===== config.mk =====
export PLATFORM = sky130hd
export DESIGN_NAME = bcd_fib_param
export DESIGN_NICKNAME = d
export VERILOG_FILES = /design/src/rtl/bcd_fib_pkg.sv /design/src/rtl/bcd_fib_param_bin2bcd.sv /design/src/rtl/bcd_fib_param.sv
export SDC_FILE = /design/constraint.sdc
export NUM_CORES = 1
export LEC_CHECK = 0
export CORE_ASPECT_RATIO = 2
export CORE_UTILIZATION = 50
export CTS_CLUSTER_SIZE = 40
export DETAILED_ROUTE_END_ITERATION = 10
export GPL_ROUTABILITY_DRIVEN = 1
export PLACE_DENSITY = 0.67
export SYNTH_ARGS = -nofsm -noshare
export SYNTH_HDL_FRONTEND = slang
export SYNTH_SLANG_ARGS = --single-unit
export TNS_END_PERCENT = 5

===== constraint.sdc =====
create_clock -name clk -period 7.2 [get_ports clk]
set_input_delay 1.08 -clock clk [delete_from_list [all_inputs] [get_ports clk]]
set_output_delay 1.08 -clock clk [all_outputs]
set_load 0.01 [all_outputs]

===== src/rtl/bcd_fib_pkg.sv =====
// Shared types, sizing helpers and default widths for the BCD Fibonacci unit
// and its sequential binary-to-BCD converter.
package bcd_fib_pkg;

    typedef enum logic [2:0] {
        S_IDLE,
        S_BCD2BIN,
        S_FIB,
        S_BIN2BCD,
        S_DONE
    } state_t;

    function automatic int clog2(input int value);
        int r;
        r = 0;
        for (int i = 0; i < 31; i++) begin
            if ((1 << i) < value) r = i + 1;
        end
        return r;
    endfunction

    function automatic int pow10(input int digits);
        int p;
        p = 1;
        for (int i = 0; i < digits; i++) p = p * 10;
        return p;
    endfunction

    function automatic int max_result(input int out_digits);
        return pow10(out_digits) - 1;
    endfunction

    localparam int DEF_IN_DIGITS  = 2;
    localparam int DEF_OUT_DIGITS = 4;
    localparam int DEF_N_W        = clog2(pow10(DEF_IN_DIGITS));
    localparam int DEF_BIN_W      = clog2(pow10(DEF_OUT_DIGITS));
    localparam int MAX_RESULT     = max_result(DEF_OUT_DIGITS);
    // Wide enough to count down from the MS digit for up to three input digits.
    localparam int DIG_CNT_W      = 2;

endpackage


===== src/rtl/bcd_fib_param_bin2bcd.sv =====
// Sequential double-dabble converter: BIN_W cycles from start_i to done_o,
// the first shift happens on the loading edge itself.
module bin2bcd_seq
    import bcd_fib_pkg::*;
#(
    parameter int BIN_W      = 14,
    parameter int OUT_DIGITS = 4
) (
    input  logic                    clk,
    input  logic                    reset,
    input  logic                    start_i,
    input  logic [BIN_W-1:0]        bin_i,
    output logic                    done_o,
    output logic [4*OUT_DIGITS-1:0] bcd_o
);
    localparam int CNT_W = clog2(BIN_W + 1);
    localparam int BCD_W = 4 * OUT_DIGITS;

    logic [BIN_W-1:0] sh_q, sh_d;
    logic [BCD_W-1:0] bcd_q, bcd_d, adj;
    logic [CNT_W-1:0] cnt_q, cnt_d;
    logic             busy_q, busy_d;
    logic             done_q, done_d;

    genvar gi;
    generate
        for (gi = 0; gi < OUT_DIGITS; gi++) begin : g_adj
            assign adj[gi*4 +: 4] = (bcd_q[gi*4 +: 4] >= 4'd5) ? bcd_q[gi*4 +: 4] + 4'd3
                                                              : bcd_q[gi*4 +: 4];
        end
    endgenerate

    always_comb begin
        sh_d   = sh_q;
        bcd_d  = bcd_q;
        cnt_d  = cnt_q;
        busy_d = busy_q;
        done_d = 1'b0;
        if (start_i) begin
            bcd_d  = {{(BCD_W-1){1'b0}}, bin_i[BIN_W-1]};
            sh_d   = bin_i << 1;
            cnt_d  = CNT_W'(1);
            busy_d = 1'b1;
        end else if (busy_q) begin
            bcd_d = (adj << 1) | {{(BCD_W-1){1'b0}}, sh_q[BIN_W-1]};
            sh_d  = sh_q << 1;
            cnt_d = cnt_q + 1'b1;
            if (cnt_q == CNT_W'(BIN_W - 1)) begin
                busy_d = 1'b0;
                done_d = 1'b1;
            end
        end
    end

    always_ff @(posedge clk) begin
        if (reset) begin
            sh_q   <= '0;
            bcd_q  <= '0;
            cnt_q  <= '0;
            busy_q <= 1'b0;
            done_q <= 1'b0;
        end else begin
            sh_q   <= sh_d;
            bcd_q  <= bcd_d;
            cnt_q  <= cnt_d;
            busy_q <= busy_d;
            done_q <= done_d;
        end
    end

    assign done_o = done_q;
    assign bcd_o  = bcd_q;

endmodule


===== src/rtl/bcd_fib_param.sv =====
// BCD index in, fib(n) out as BCD: digit-serial BCD->binary, iterative Fibonacci
// with early overflow exit, then sequential binary->BCD for the display path.
module bcd_fib_param
    import bcd_fib_pkg::*;
#(
    parameter int IN_DIGITS  = 2,
    parameter int OUT_DIGITS = 4
) (
    input  logic                    clk,
    input  logic                    reset,
    input  logic                    start,
    input  logic [4*IN_DIGITS-1:0]  bcd_in,
    output logic                    ready,
    output logic                    done,
    output logic                    overflow,
    output logic                    err_digit,
    output logic [4*OUT_DIGITS-1:0] bcd_out
);
    localparam int N_W   = clog2(pow10(IN_DIGITS));
    localparam int BIN_W = clog2(pow10(OUT_DIGITS));
    localparam int ACC_W = BIN_W + 1;
    localparam int LIMIT = max_result(OUT_DIGITS);
    localparam logic [4*OUT_DIGITS-1:0] ALL_NINES = {OUT_DIGITS{4'h9}};

    state_t                 state_q, state_d;
    logic [4*IN_DIGITS-1:0] bcd_in_q, bcd_in_d;
    logic [DIG_CNT_W-1:0]   dig_cnt_q, dig_cnt_d;
    logic [N_W-1:0]         n_bin_q, n_bin_d;
    logic [ACC_W-1:0]       t0_q, t0_d, t1_q, t1_d;
    logic                   ovf_pend_q, ovf_pend_d;
    logic                   err_pend_q, err_pend_d;
    logic [4*OUT_DIGITS-1:0] bcd_out_q;
    logic                   overflow_q, err_digit_q;

    logic [3:0]              digit;
    logic [ACC_W-1:0]        fib_sum;
    logic                    b2b_start, b2b_done;
    logic [BIN_W-1:0]        b2b_bin;
    logic [4*OUT_DIGITS-1:0] b2b_bcd;

    assign digit   = bcd_in_q[{dig_cnt_q, 2'b00} +: 4];
    assign fib_sum = t1_q + t0_q;

    always_comb begin
        state_d    = state_q;
        bcd_in_d   = bcd_in_q;
        dig_cnt_d  = dig_cnt_q;
        n_bin_d    = n_bin_q;
        t0_d       = t0_q;
        t1_d       = t1_q;
        ovf_pend_d = ovf_pend_q;
        err_pend_d = err_pend_q;
        b2b_start  = 1'b0;
        b2b_bin    = '0;
        case (state_q)
            S_IDLE: begin
                if (start) begin
                    bcd_in_d   = bcd_in;
                    ovf_pend_d = 1'b0;
                    err_pend_d = 1'b0;
                    dig_cnt_d  = DIG_CNT_W'(IN_DIGITS - 1);
                    n_bin_d    = '0;
                    t0_d       = '0;
                    t1_d       = ACC_W'(1);
                    state_d    = S_BCD2BIN;
                end
            end
            S_BCD2BIN: begin
                n_bin_d = N_W'(n_bin_q * 10 + digit);
                if (digit > 4'd9) err_pend_d = 1'b1;
                if (dig_cnt_q == '0) begin
                    state_d = err_pend_d ? S_DONE : S_FIB;
                end else begin
                    dig_cnt_d = dig_cnt_q - 1'b1;
                end
            end
            S_FIB: begin
                if (n_bin_q <= N_W'(1)) begin
                    b2b_start = 1'b1;
                    b2b_bin   = (n_bin_q == '0) ? '0 : t1_q[BIN_W-1:0];
                    state_d   = S_BIN2BCD;
                end else if (fib_sum > ACC_W'(LIMIT)) begin
                    // Stop as soon as the next term cannot be displayed.
                    ovf_pend_d = 1'b1;
                    state_d    = S_DONE;
                end else begin
                    t1_d    = fib_sum;
                    t0_d    = t1_q;
                    n_bin_d = n_bin_q - 1'b1;
                end
            end
            S_BIN2BCD: begin
                if (b2b_done) state_d = S_DONE;
            end
            S_DONE: begin
                state_d = S_IDLE;
            end
            default: begin
                state_d = S_IDLE;
            end
        endcase
    end

    always_ff @(posedge clk) begin
        if (reset) begin
            state_q     <= S_IDLE;
            bcd_in_q    <= '0;
            dig_cnt_q   <= '0;
            n_bin_q     <= '0;
            t0_q        <= '0;
            t1_q        <= '0;
            ovf_pend_q  <= 1'b0;
            err_pend_q  <= 1'b0;
            bcd_out_q   <= '0;
            overflow_q  <= 1'b0;
            err_digit_q <= 1'b0;
        end else begin
            state_q    <= state_d;
            bcd_in_q   <= bcd_in_d;
            dig_cnt_q  <= dig_cnt_d;
            n_bin_q    <= n_bin_d;
            t0_q       <= t0_d;
            t1_q       <= t1_d;
            ovf_pend_q <= ovf_pend_d;
            err_pend_q <= err_pend_d;
            // Visible results move only on entry to DONE so the display never glitches.
            if (state_d == S_DONE && state_q != S_DONE) begin
                bcd_out_q   <= (ovf_pend_d || err_pend_d) ? ALL_NINES : b2b_bcd;
                overflow_q  <= ovf_pend_d;
                err_digit_q <= err_pend_d;
            end
        end
    end

    bin2bcd_seq #(
        .BIN_W      (BIN_W),
        .OUT_DIGITS (OUT_DIGITS)
    ) u_bin2bcd (
        .clk     (clk),
        .reset   (reset),
        .start_i (b2b_start),
        .bin_i   (b2b_bin),
        .done_o  (b2b_done),
        .bcd_o   (b2b_bcd)
    );

    assign ready     = (state_q == S_IDLE);
    assign done      = (state_q == S_DONE);
    assign overflow  = overflow_q;
    assign err_digit = err_digit_q;
    assign bcd_out   = bcd_out_q;

endmodule


==> results by group, run 1 <==
STA
  – Setup ws final: 3.37 ns
  – Max-slew violations: 0
  – Setup Viol. Count Final: 0
  – Tmin final: 3.83 ns
  – Least-Margin Pin Slew: 1.03 ns
  – Maximum achievable frequency: 0.261 GHz
  – Fin Setup TNS: 0 ns
  – Final period util: 53.2%
  – Hold WS: 0.455 ns
  – Relative slew margins: 31.1%
  – Clock skew: 0.00602 ns
  – Final hold vios: 0
  – RSZ-0062 raised after global routing: no

Clock network
  – # resized after CTS: 0
  – CTS Buffer Depth: 2
  – Worst-path clk slew: 0.07 ns
  – TritonCTS Buffers: 9
  – CTS root buffer: clkbuf_16
  – Hold buffers post-CTS: 0
  – Sink Count: 105
  – H-tree depth: 3
  – Clock Latency Late Sink: 0.34 ns
  – CTS tree: yes
  – Setup Fix Bufs, Post-CTS: 0

Setup path
  – Critical-path cell list: ha_1 -> fa_1 -> a21o_1 -> a221oi_2 -> o21bai_1 -> o31ai_1 -> xnor2_1 -> a311oi_4 -> o21a_1 -> a21oi_1 -> o21ai_0
  – Worst EP required: 7.47 ns
  – Slowest cell on crit path: o21a_1
  – Crit start category: register
  – Crit Path Class: reg2reg
  – Crit. End Element: register
  – Largest fanout on the critical path: 25
  – Slowest Stage Delay on Critical Path: 0.80 ns
  – Worst path arrival time: 4.10 ns

Min path
  – Hold Crit Class: reg2reg

Pwr
  – LEAKAGE: 0.00229 uW
  – P per Cell Area: 281 nW/um^2
  – VDD IR max: 0.000177 V

Global routing
  – Grt total ovfl: 0
  – Number of global-route vias before repair: 4407
  – First-pass GRT wire length: 20700 um
  – Number of antenna violations at the first check in global routing: 0
  – Maximum number of pins on one net before global-route repair: 57
  – Total track usage: 24.2%

Floorplan
  – Core area: 10500 um^2
  – Die ar.: 11200 um^2
  – # rows: 53
  – Starting Density: 51.2%
  – Chip Height: 148 um
  – Die Width: 75.2 um
  – Ports: 31

Logic synthesis
  – Syn Area/Cell: 8.47 um^2
  – Top FF cell, synth: dfxtp_1
  – Syn Inst Count: 633
  – Async set or reset register ratio after synthesis: 0%
  – Synthesized area: 5360 um^2
  – Syn Nets: 681
  – Yosys reg bits: 105
  – Post-synth EDFFs: 0
  – Post-synth top area share: 39.2%
  – Number of library cell types mapped by synthesis: 51
  – Yosys warning count: 0
  – Synth area leader: dfxtp_1
  – Top cells by area, synth: dfxtp_1 (39%), ha_1 (7.9%), a21oi_1 (5.1%), nor2_1 (5.1%), a22o_1 (5.1%)
  – Register area share after synthesis: 39.2%

Routing
  – DRC: 0
  – Antenna Nets Post-Route: 0
  – DR WL/cell: 16.0 um
  – Post-Route WL: 12500 um
  – Post-DR vias/cell: 5.78
  – DR iter-0 viols: 174
  – Vias: 4519
  – Drt first pass iters: 4

Placement
  – Port bufs: 30
  – Routability cong.: 0.834
  – Worst slack, placed: 3.40 ns
  – Dpl hpwl: 9210 um
  – Placed cell count: 768

Run
  – Number of max-cap violations: 0

Cells and area
  – Share of cells above drive strength 1: 4.19%
  – P&R area growth vs syn: 12.0%
  – Non-filler cells in the finished layout: 782
  – Final Util: 57.3%
  – Antenna Cells: 0
  – Layout Nets: 690
  – Fill cells: 1053

Run status
  – Status: finished, final reports clean
==> cells in the mapped netlist (all sizes together), types with 2 or more instances <==
master / count
o211ai: 2
a21o: 4
o31ai: 4
mux2i: 10
a21oi: 56
fa: 3
inv: 23
nor3: 19
o21bai: 2
nor2b: 7
ha: 34
and2: 6
a32oi: 4
nand3b: 5
nand2: 60
nor2: 73
a22o: 31
nor4: 2
a2111oi: 2
nand4: 5
o21ai: 43
dfxtp: 105
a221oi: 3
a311oi: 2
nand3: 7
nand2b: 10
or3: 3
clkbuf: 30
o32ai: 2
xor2: 11
a211oi: 20
o21a: 3
nor3b: 4
or2: 3
buf: 6
xnor2: 18
==> routing by layer <==
metal | vias to the layer above | wire [um] | GRT usage [%]
li1 | 2254 | - | -
met2 | 63 | 6880 | 44.4
met4 | 0 | 352 | 11.0
met1 | 2182 | 5000 | 26.2
met5 | - | 0 | 0
met3 | 20 | 284 | 3.52
==> power breakdown <==
group          total [uW]  switching [uW]  internal (uW)
Sequential            704            69.2            635
Combinational         489             300            188
Clock                 494             216            277
==> cells in the final DEF, fill, tap and decap left out, types with 4 or more instances in the layout <==
cell               n
o31ai_1            4
a211oi_1          20
nor3b_1            4
clkdlybuf4s50_1   29
o21ai_0           43
mux2i_1           10
xnor2_1           18
a22o_1            31
clkbuf_16          9
nor3_1            19
nand4_1            5
nor2_1            73
inv_1             23
a21oi_1           55
nand2_1           60
xor2_1            11
dfxtp_1          105
nand2b_1          10
nand3b_1           5
nor2b_1            7
and2_1             6
nand3_1            7
a32oi_1            4
a21o_1             4
buf_4              4
ha_1              34
==> area by class of cell <==
type	count	area (um^2)	area share, %
Tap cell	137	171	2.85
Clock inverter	4	52.6	0.875
Timing Repair Buffer	34	325	5.42
Clock buffer	10	239	3.98
Sequential cell	105	2100	35.0
Inverter	23	86.3	1.44
Multi-Input combinational cell	469	3030	50.4
==> critical path, delay by kind of cell (launching register included) <==
kind	cells	cell delay, ns
AOI/OAI and AO/OA	8	2.62
adders and majority gates	2	0.63
DFF	1	0.32
xor gates and xnor gates	1	0.17
==> kinds of logic after synthesis <==
group,synth area share (%)
DFF,39.2
and+or+nand+nor,17.8
muxes,1.87
AOI/OAI and AO/OA,23.1
xor gates and xnor gates,4.74
buffers and inverters,4.27
adders and majority gates,9.05
==> final timing paths <==
| path | slack [ns] | start | end | depth (start not counted) |
|---|---|---|---|---|
| setup / recovery | 3.37 | t0_q[0] | n_bin_q[5] | 11 |
| hold / removal | 0.45 | bcd_in_q[2] | bcd_in_q[2] | 2 |
| setup reg to reg | 3.37 | t0_q[0] | n_bin_q[5] | 11 |
| hold reg to reg | 0.45 | bcd_in_q[2] | bcd_in_q[2] | 2 |
==> sequential cells by signal (all words and copies together), names as in the netlist <==
name and cells:
n_bin_q 7, t1_q 15, u_bin2bcd.busy_q 1, u_bin2bcd.done_o 1, overflow 1, bcd_out 16
bcd_in_q 8, err_pend_q 1, u_bin2bcd.cnt_q 4, state_q 3, err_digit 1, u_bin2bcd.sh_q 13
t0_q 15, ovf_pend_q 1, u_bin2bcd.bcd_o 16, dig_cnt_q 2
==> stage by stage <==
| stage | total power (uW) | instance area [um^2] |
|---|---|---|
| 2_1_floorplan | 1090 | 5360 |
| 3_3_place_gp | 1190 | 5720 |
| 3_5_place_dp | 1210 | 5720 |
| 4_1_cts | 1700 | 6010 |
| 5_1_grt | 1800 | 6010 |
| 6_report | 1690 | 6010 |
No activity file was read; power rests on OpenSTA's default activity.
==> inputs of run 2 (changes only) <==
--- a/config.mk
+++ b/config.mk
@@ -10,7 +10,7 @@
 export CTS_CLUSTER_SIZE = 40
 export DETAILED_ROUTE_END_ITERATION = 10
 export GPL_ROUTABILITY_DRIVEN = 1
-export PLACE_DENSITY = 0.67
+export PLACE_DENSITY = 0.69
 export SYNTH_ARGS = -nofsm -noshare
 export SYNTH_HDL_FRONTEND = slang
 export SYNTH_SLANG_ARGS = --single-unit
==> constraint.sdc (replaced) <==
create_clock -name clk -period 3.2 [get_ports clk]
set_input_delay 0.48 -clock clk [delete_from_list [all_inputs] [get_ports clk]]
set_output_delay 0.48 -clock clk [all_outputs]
set_load 0.01 [all_outputs]
==> results by group, run 2 (synthesis results as in run 1) <==
Min path
  – Hold Crit Class: reg2reg
  – Hold_sp: bcd_in_q[4]

Clock network
  – CTS root buffer: clkbuf_16
  – H-tree depth: 3
  – TritonCTS Buffers: 9
  – Worst-path clk slew: 0.07 ns
  – CTS tree: yes
  – Sink Count: 105
  – CTS Buffer Depth: 2
  – Clock Latency Late Sink: 0.35 ns

Cells and area
  – Non-filler cells in the finished layout: 818
  – Fin area: 6420 um^2
  – Share of cells above drive strength 1: 11.6%
  – P&R area growth vs syn: 19.7%
  – Most frequent cells in the layout: dfxtp_1 (103), nor2_1 (72), nand2_1 (60), a21oi_1 (54), o21ai_0 (43)
  – Fill cells: 959
  – Commonest non-fill, non-tap cell in the layout: dfxtp_1
  – Layout Nets: 724
  – Antenna Cells: 0

Floorplan
  – Starting Density: 51.2%
  – Die ar.: 11200 um^2
  – Die Width: 75.2 um
  – # rows: 53
  – Core area: 10500 um^2
  – Ports: 31
  – Chip Height: 148 um

Placement
  – Routability cong.: 0.882
  – Port bufs: 30
  – Placed cell count: 795
  – Dpl hpwl: 9580 um
  – Area of placed instances: 5940 um^2
  – Worst slack, placed: -0.128 ns

STA
  – RSZ-0062 raised after global routing: yes
  – Maximum achievable frequency: 0.319 GHz
  – Least-Margin Pin Slew: 0.768 ns
  – Setup Viol. Count Final: 0
  – Setup ws final: 0.0603 ns
  – Clock skew: 0.0105 ns
  – Max-slew violations: 0
  – Tmin final: 3.14 ns
  – Hold WS: 0.458 ns
  – Final period util: 98.1%
  – Final hold vios: 0
  – Relative slew margins: 48.7%

Setup path
  – Worst path arrival time: 3.42 ns
  – Slowest Stage Delay on Critical Path: 0.41 ns
  – Delay-heaviest family, CP: compound AO/OA/AOI/OAI gates
  – Most frequent CP cell: a21oi_1
  – Crit path launch: t1_q[1]
  – Critical-path cell list: ha_1 -> a21o_1 -> and4_1 -> or3_4 -> a2111oi_4 -> nor3_2 -> a311oi_4 -> a21oi_1 -> buf_4 -> or2_2 -> a21oi_1
  – Crit. End Element: register
  – Worst EP required: 3.48 ns
  – Slowest cell on crit path: dfxtp_1
  – CP bufs+invs: 1
  – Worst R2R Start: t1_q[1]
  – Crit Path Class: reg2reg
  – Largest fanout on the critical path: 11
  – Crit start category: register

Routing
  – Post-Route WL: 13200 um
  – Post-DR vias/cell: 5.75
  – Drt first pass iters: 4
  – Antenna Nets Post-Route: 0
  – DR iter-0 viols: 302
  – DRC: 0
  – DR WL/cell: 16.2 um
  – Vias: 4705

Pwr
  – Logic gate share of total power: 33.2%
  – Net Switching: 1430 uW
  – Internal power: 2560 uW
  – VDD IR max: 0.000309 V
  – LEAKAGE: 0.00249 uW
  – Power Total: 3990 uW
  – P per Cell Area: 621 nW/um^2
  – Clock power frac: 26.9%
  – Sequential Power Share: 39.8%
  – Sw frac: 35.9%

Global routing
  – First-pass GRT wire length: 21100 um
  – Total track usage: 24.6%
  – Maximum number of pins on one net before global-route repair: 32
  – Grt total ovfl: 0
  – Number of global-route vias before repair: 4544
  – Number of antenna violations at the first check in global routing: 0

Run
  – Number of max-cap violations: 0

Run status
  – Status: finished, final reports clean
run 2: through the flow:
step           util, %  setup TNS, ns
6_report          61.3              0
5_1_grt           61.3          -1.08
4_1_cts           59.6        -0.0203
3_5_place_dp      56.7         -0.998
3_3_place_gp      56.7         -0.722
2_1_floorplan        -              0
run 2: area by class of cell:
class                      instances  area, um^2  share of cell area [%]
multi-input combinational        469        3150                    49.0
sequential                       105        2100                    32.8
timing repair buffer              68         622                    9.69
clock buffer                      10         229                    3.57
tap                              137         171                    2.67
inverter                          23        86.3                    1.35
clock inverter                     6        60.1                   0.936
run 2: final timing paths:
path,end,slack [ns],depth (start not counted)
hold reg to reg,bcd_in_q[4],0.46,2
hold / removal,bcd_in_q[4],0.46,2
setup / recovery,n_bin_q[6],0.06,11
setup reg to reg,n_bin_q[6],0.06,11
run 2: timing repair:
action	4_1_cts	5_1_grt
hold buffers	0	0
buffers inserted	0	5
pin swaps	1	8
cloned	0	2
resized for setup	3	21
endpoints found under the setup margin	22	55
run 2: layer usage:
layer / share of wire (%) / track usage, % / vias to the layer above
li1: - / - / 2326
met3: 2.1 / 3.93 / 38
met4: 4.8 / 13.8 / 0
met2: 55 / 44.5 / 82
met5: 0 / 0 / -
met1: 38 / 25.6 / 2259
run 2: worst register-to-register path, stage by stage, from the launching register on:
cell	delay, ns
dfxtp_1	0.41
ha_1	0.26
a21o_1	0.18
and4_1	0.23
or3_4	0.36
a2111oi_4	0.36
nor3_2	0.11
a311oi_4	0.41
a21oi_1	0.13
buf_4	0.19
or2_2	0.31
a21oi_1	0.12
run 2: power groups by stage:
stage / Combinational (uW) / Clock (uW) / Sequential, uW
detailed placement: 1210 / 0 / 1610
global placement: 1180 / 0 / 1600
CTS: 1230 / 1090 / 1580
finish: 1320 / 1070 / 1590
floorplan: 926 / 0 / 1530
global route: 1470 / 1140 / 1610
==> inputs of run 3 (changes only) <==
--- a/config.mk
+++ b/config.mk
@@ -6,11 +6,13 @@
 export NUM_CORES = 1
 export LEC_CHECK = 0
 export CORE_ASPECT_RATIO = 2
-export CORE_UTILIZATION = 50
+export CORE_MARGIN = 10
+export CORE_UTILIZATION = 36
 export CTS_CLUSTER_SIZE = 40
 export DETAILED_ROUTE_END_ITERATION = 10
+export DONT_BUFFER_PORTS = 1
 export GPL_ROUTABILITY_DRIVEN = 1
-export PLACE_DENSITY = 0.69
+export PLACE_DENSITY = 0.5
 export SYNTH_ARGS = -nofsm -noshare
 export SYNTH_HDL_FRONTEND = slang
 export SYNTH_SLANG_ARGS = --single-unit
==> results by group, run 3 (synthesis results as in run 1) <==
Placement
  – Port bufs: 0
  – Dpl hpwl: 10500 um
  – Placed cell count: 837
  – Area of placed instances: 5830 um^2
  – Routability cong.: 0.847
  – Worst slack, placed: -0.221 ns

Setup path
  – Worst EP required: 3.49 ns
  – Slowest Stage Delay on Critical Path: 0.38 ns
  – Crit. End Element: register
  – CP bufs+invs: 4
  – Crit Path Class: reg2reg
  – Setup slack, reg-to-reg: 0.10 ns
  – Critical-path cell list: ha_4 -> fa_2 -> a21o_1 -> a221oi_2 -> buf_4 -> buf_6 -> o21ai_2 -> xor2_1 -> buf_4 -> a311oi_4 -> a21oi_2 -> buf_6 -> or3_4 -> a21oi_2
  – Worst path arrival time: 3.39 ns
  – Delay-heaviest family, CP: compound AO/OA/AOI/OAI gates
  – Largest fanout on the critical path: 8
  – Slowest cell on crit path: a311oi_4
  – Crit start category: register

Cells and area
  – P&R area growth vs syn: 16.3%
  – Area of the multi-input gates: 3150 um^2
  – Layout Nets: 702
  – Register area: 2100 um^2
  – Antenna Cells: 0
  – Fill cells: 1513
  – Fin area: 6240 um^2
  – Most frequent cells in the layout: dfxtp_1 (103), nor2_1 (71), nand2_1 (60), a21oi_1 (53), o21ai_0 (42)
  – Share of cells above drive strength 1: 13.2%
  – Commonest non-fill, non-tap cell in the layout: dfxtp_1
  – Non-filler cells in the finished layout: 854
  – Final Util: 42.3%

Clock network
  – Hold buffers post-CTS: 0
  – CTS root buffer: clkbuf_16
  – CTS Buffer Depth: 2
  – TritonCTS Buffers: 9
  – CTS tree: yes
  – H-tree depth: 3
  – Sink Count: 105
  – Worst-path clk slew: 0.07 ns
  – Clock Latency Late Sink: 0.35 ns

Run
  – Number of max-cap violations: 0

STA
  – Max-slew violations: 0
  – Final period util: 96.8%
  – Final hold vios: 0
  – Setup Viol. Count Final: 0
  – Relative slew margins: 55.3%
  – RSZ-0062 raised after global routing: yes
  – Maximum achievable frequency: 0.323 GHz
  – Tmin final: 3.10 ns
  – Clock skew: 0.00820 ns
  – Least-Margin Pin Slew: 0.667 ns
  – Setup ws final: 0.104 ns

Routing
  – WL met1: 5160 um
  – DRC: 0
  – DR top layer: met4
  – DR WL/cell: 16.5 um
  – Post-DR vias/cell: 5.38
  – DR iter-0 viols: 178
  – Drt first pass iters: 4
  – Post-Route WL: 14100 um
  – WL met3: 389 um
  – Met2 Wirelength: 8000 um
  – Vias: 4598
  – Antenna Nets Post-Route: 0

Global routing
  – Grt total ovfl: 0
  – First-pass GRT wire length: 23300 um
  – Number of global-route vias before repair: 4819
  – Total track usage: 14.0%
  – Number of antenna violations at the first check in global routing: 0
  – Maximum number of pins on one net before global-route repair: 57

Run status
  – Status: finished, final reports clean

Floorplan
  – Starting Density: 36.4%
  – Die ar.: 20500 um^2
  – Ports: 31
  – Core area: 14700 um^2
  – Die Width: 106 um
  – Chip Height: 193 um
  – # rows: 63

Pwr
  – VDD IR max: 0.000272 V
  – P per Cell Area: 631 nW/um^2
  – LEAKAGE: 0.00240 uW

Min path
  – Hold Crit Class: in2reg
-- run 3: changes by cell type in the layout (fill, tap and decap cells not counted), moves of 2 or more --
cell             change
buf_4                +8
inv_6                +2
inv_8                -3
o31ai_2              +2
xnor2_1              +2
clkdlybuf4s50_1     -29
o31ai_1              -2
clkinv_4             -2
-- run 3: area by class of cell --
class                      count  area share (%)
clock inverter                 5           0.622
clock buffer                  11            3.73
inverter                      23            1.38
multi-input combinational    469            50.5
timing repair buffer          46            6.12
tap                          195            3.91
sequential                   105            33.7
-- run 3: timing repair --
item / 4_1_cts / 5_1_grt
setup endpoints to repair: 42 / 54
pin swaps: 1 / 5
cloned: 0 / 0
resized for setup: 7 / 21
buffers inserted: 0 / 1
-- run 3: final timing paths --
path                                   from     endpoint  cells past startpoint
worst min-delay path                  reset    err_digit                      1
worst max-delay path                t0_q[0]      t0_q[0]                     14
worst min register to register  bcd_in_q[0]  bcd_in_q[0]                      2
worst max register to register      t0_q[0]      t0_q[0]                     14
-- run 3: stage by stage --
step | total power [uW] | TNS [ns] | hold WS (ns)
6_report | 3930 | 0 | 0.195
4_1_cts | 3940 | -0.136 | 0.184
3_3_place_gp | 2830 | -2.21 | 0.439
3_5_place_dp | 2860 | -3.05 | 0.443
2_1_floorplan | 2450 | 0 | 0.436
5_1_grt | 4180 | -0.00778 | 0.183
-- run 3: report_power, final --
group | total (uW) | leakage, uW | internal, uW | switching, uW
sequential | 1570 | 0.000851 | 1430 | 136
combinational | 1310 | 0.00142 | 546 | 763
clock | 1060 | 0.000131 | 535 | 523
-- run 3: layer usage --
metal,vias to the layer above,global-route usage (%)
met4,0,8.06
met3,39,2.44
met5,-,0
met2,68,27.8
met1,2210,12.8
li1,2281,-
